===== config.mk =====
export PLATFORM = sky130hd
export DESIGN_NAME = inst_fetch
export DESIGN_NICKNAME = d
export VERILOG_FILES = /design/src/rtl/inst_fetch.sv
export SDC_FILE = /design/constraint.sdc
export NUM_CORES = 1
export LEC_CHECK = 0
export BUFFER_PORTS_ARGS = -buffer_cell sky130_fd_sc_hd__buf_2
export CORE_AREA = 2 2 97 99
export CTS_CLUSTER_DIAMETER = 100
export DETAILED_ROUTE_END_ITERATION = 10
export DIE_AREA = 0 0 99 101
export HOLD_SLACK_MARGIN = 0.03
export PLACE_DENSITY = 0.86
export SKIP_LAST_GASP = 1
export SYNTH_ARGS = -nofsm -noshare
export SYNTH_HDL_FRONTEND = slang
export SYNTH_SLANG_ARGS = --single-unit

===== constraint.sdc =====
create_clock -name clk -period 3.85 [get_ports clk]
set_clock_uncertainty 0.15 [all_clocks]
set_input_delay 0.1925 -clock clk [delete_from_list [all_inputs] [get_ports clk]]
set_output_delay 0.1925 -clock clk [all_outputs]
set_load 0.03 [all_outputs]

===== src/rtl/inst_fetch.sv =====
// Instruction fetch stage: owns the PC, reads the ROM combinationally and
// queues {pc, instr} pairs in a 2-entry buffer toward decode.
module inst_fetch #(
   parameter logic [31:0] RESET_PC  = 32'h0000_0000,
   parameter int unsigned MEM_WORDS = 64
) (
   input  logic        clk,
   input  logic        rst_n,
   output logic [31:0] imem_addr,
   input  logic [31:0] imem_data,
   input  logic        redirect_valid,
   input  logic [31:0] redirect_pc,
   output logic        if_valid,
   input  logic        if_ready,
   output logic [31:0] if_pc,
   output logic [31:0] if_instr
);

   localparam logic [31:0] PC_MASK = 32'(MEM_WORDS * 4 - 1) & 32'hFFFF_FFFC;

   logic [31:0] pc;
   logic [31:0] buf_pc    [2];
   logic [31:0] buf_instr [2];
   logic [1:0]  count;
   logic        wr_ptr;
   logic        rd_ptr;
   logic        pop;
   logic        push;

   assign imem_addr = pc;
   assign if_valid  = (count != 2'd0) && !redirect_valid;
   assign if_pc     = buf_pc[rd_ptr];
   assign if_instr  = buf_instr[rd_ptr];

   // if_valid is already masked by redirect, so a redirect cycle can never pop
   assign pop  = if_valid && if_ready;
   assign push = !redirect_valid && ((count != 2'd2) || pop);

   always_ff @(posedge clk or negedge rst_n) begin
      if (!rst_n) begin
         pc     <= RESET_PC;
         count  <= '0;
         wr_ptr <= 1'b0;
         rd_ptr <= 1'b0;
      end else if (redirect_valid) begin
         pc     <= redirect_pc & PC_MASK;
         count  <= '0;
         wr_ptr <= 1'b0;
         rd_ptr <= 1'b0;
      end else begin
         if (push) begin
            pc     <= (pc + 32'd4) & PC_MASK;
            wr_ptr <= ~wr_ptr;
         end
         if (pop) begin
            rd_ptr <= ~rd_ptr;
         end
         case ({push, pop})
            2'b10:   count <= count + 2'd1;
            2'b01:   count <= count - 2'd1;
            default: count <= count;
         endcase
      end
   end

   // Buffer payload needs no reset; it is only observed when count is non-zero
   always_ff @(posedge clk) begin
      if (push) begin
         buf_pc[wr_ptr]    <= pc;
         buf_instr[wr_ptr] <= imem_data;
      end
   end

endmodule


==> metrics.csv <==
stage;metric;value;unit
run_status;status;finished clean;
route;wl_met2;3497;um
floorplan;die_area;0.009999;sq mm
layout;antenna_cells;0;
sta;tns;0;ps
critical_path;crit_chain;mux2_2 -> buf_2;
sta;worst_slack;1552;ps
route;finalWirelength;6772;um
critical_path;crit_path_start_kind;flop;
sta;finalCriticalPeriod;2298;ps
route;route.vias.total;2134;
critical_path;critPathMaxStageDelay;950;ps
global_route;antenna_found_initial;0;
logic_synthesis;ys_warn_count;0;
global_route;track_usage;13.54;%
placed_design;gp_congestion;0.7613;
clock_tree;cts_sinks;86;
sta;worstMarginPinSlew;981.9;ps
floorplan;rows;35;
sta;max-slew-margin-rel;34.25;%
placed_design;port_buffers;86;
sta;slew_violations;0;
critical_path;crit_arrival;1960;ps
sta;post-route-period-util;59.68;%
critical_path;required;3510;ps
layout;drive_gt1_share;39.56;%
critical_path;slowest_stage;dfrtp_2;
route;drtPass1Iterations;4;
power;p_leak;1.866;nW
floorplan;initial_core_util;40.57;%
clock_tree;clk_pin_slew;80;ps
clock_tree;ctsRootBufferMaster;clkbuf_8;
layout;nNetsFinal;428;
sta;finalHoldViolCount;0;
clock_tree;postCtsSetupBuffers;0;
route;routed-wl-met3;521;um
clock_tree;insertion_delay;330;ps
global_route;grt_pass1_wl;10330;um
clock_tree;cts_resized;0;
logic_synthesis;syn_area;0.003642;sq mm
critical_path;endpoint_kind;output pin;
global_route;grt_pass1_vias;2139;
logic_synthesis;synth_area_per_cell;16.05;sq um
route;wl_met1;2677;um
hold_path;hold_class;in2reg;
clock_tree;cts_max_path_buffers;2;
route;drc;0;
global_route;grt_overflow_total;0;
placed_design;dp_slack;1677;ps
layout;final-instance-count-excl-fill;475;
logic_synthesis;postSynthCellCount;227;
sta;setup_viol;0;
clock_tree;cts_inserted_buffers;9;
clock_tree;cts_tree;yes;
critical_path;critical_path_class;reg2out;
placed_design;dp.cells;419;
power;peakVddDrop;0.0001874;V
route;dr.first_iter.drc_count;35;
floorplan;die_h;101;um
logic_synthesis;ys_seq_area_share;69.53;%
power;power_density;491.9;mW/mm^2
clock_tree;htreeDepth;3;
critical_path;crit_path_max_fanout;39;
run;maxCapViolations;0;
route;drtAntennaViolNets;0;
logic_synthesis;ys_types;27;
sta;rsz0062_at_grt;no;
floorplan;core-area;0.008977;sq mm
route;highest_layer;met4;
global_route;grt_max_degree;40;
logic_synthesis;ys_ff_latch;86;
layout;syn2layout_area_growth;27.31;%
floorplan;die_w;99;um
sta;max_freq;435.2;MHz
placed_design;hpwl;4110;um
route;vias_per_cell;4.493;
floorplan;top_level_ports;165;
route;wl_per_cell;14.26;um
[placed cells by master, fill, tap and decap left out, types with 3 or more instances in the layout]
| cell type | instances |
|---|---|
| buf_2 | 86 |
| edfxtp_1 | 76 |
| conb_1 | 52 |
| dlygate4sd3_1 | 40 |
| mux2_2 | 38 |
| clkbuf_8 | 9 |
| dfrtp_1 | 9 |
| nor2_1 | 8 |
| nand2_1 | 5 |
| nand3_1 | 5 |
| or4_1 | 3 |
| xor2_1 | 3 |
[cell type report]
cell class | count | area, sq um
Fill cell | 733 | 4340
Sequential cell | 86 | 2534
Multi-Input combinational cell | 132 | 897.1
Timing Repair Buffer | 128 | 845.8
Tap cell | 111 | 138.9
Clock buffer | 10 | 127.6
Clock inverter | 6 | 86.33
Inverter | 2 | 7.507
[power breakdown]
part           switching [W]  internal (W)
Sequential         0.0000527       0.00110
Combinational       0.000306      0.000160
Clock               0.000301      0.000365
Total               0.000660       0.00162
[path summary, 6_finish.rpt]
kind                       slack (ps)                to  cells past startpoint           start
max                              1550       if_instr[3]                      2          rd_ptr
min                                90          count[0]                      2  redirect_valid
max reg2reg                      1690  buf_instr[1][18]                      3        count[0]
min reg2reg                       410      buf_pc[0][7]                      0    imem_addr[7]
max in group asynchronous        3240            rd_ptr                      2           rst_n
min in group asynchronous         100      imem_addr[3]                      2           rst_n
[Yosys cell counts, drive strengths merged]
master / count / area [sq um]
dfrtp: 10 / 250.2
nor3b: 2 / 20.02
mux2i: 1 / 10.01
edfxtp: 76 / 2282
xnor2: 1 / 8.760
nand2: 5 / 18.77
nor3: 1 / 5.000
ha: 1 / 12.51
nand3: 5 / 25.02
nor2b: 1 / 6.260
inv: 2 / 7.510
conb: 1 / 3.750
nor2: 8 / 30.03
or4: 3 / 22.52
o21ai: 4 / 20.02
a21oi: 1 / 5.000
clkbuf: 1 / 3.750
or3: 1 / 6.260
o31ai: 1 / 7.510
xor2: 3 / 26.28
mux2: 38 / 427.9
buf: 57 / 415.4
a31oi: 2 / 12.51
o211ai: 2 / 15.01
[routing by layer]
metal,vias to the layer above,global-route usage [%]
met5,-,0
met4,0,5.058
met3,8,3.398
met2,106,24.43
met1,1035,15.52
li1,985,-
[sequential cells by signal, indices dropped and copies added, names as in the netlist]
register	cells
buf_pc	12
count	2
imem_addr	6
rd_ptr	1
buf_instr	64
wr_ptr	1
[through the flow]
| step | total power (W) | utilization (%) | hold slack (ps) | area [sq um] |
|---|---|---|---|---|
| after detailed placement | 0.001603 | 44.81 | -85.23 | 4023 |
| after global placement | 0.001591 | 44.81 | -91.94 | 4023 |
| after CTS | 0.002304 | 51.65 | 63.83 | 4637 |
| after global routing | 0.002379 | 51.65 | 83.79 | 4637 |
| after floorplan | 0.001521 | - | -253.1 | 3844 |
| final | 0.002281 | 51.65 | 86.62 | 4637 |
[critical path: cells and delay by family, from the launching register on]
family	cells	cell delay, ps
buf+inv	1	190
flops	1	950
mux	1	430
[what timing repair did]
action                     CTS  global route
hold buffers                40             0
hold endpoints to repair    81             0
setup endpoints to repair    0             0
[cell families after synthesis]
kind of cell             synth area share (%)
multiplexers                            12.02
buffers and inverters                   11.71
XOR/XNOR                               0.9620
adder cells (fa/ha/maj)                0.3435
other                                  0.1030
flip-flops                              69.53
AO/OA/AOI/OAI                           1.649
AND/OR/NAND/NOR                         3.676
(Power assumes the default switching activity.)
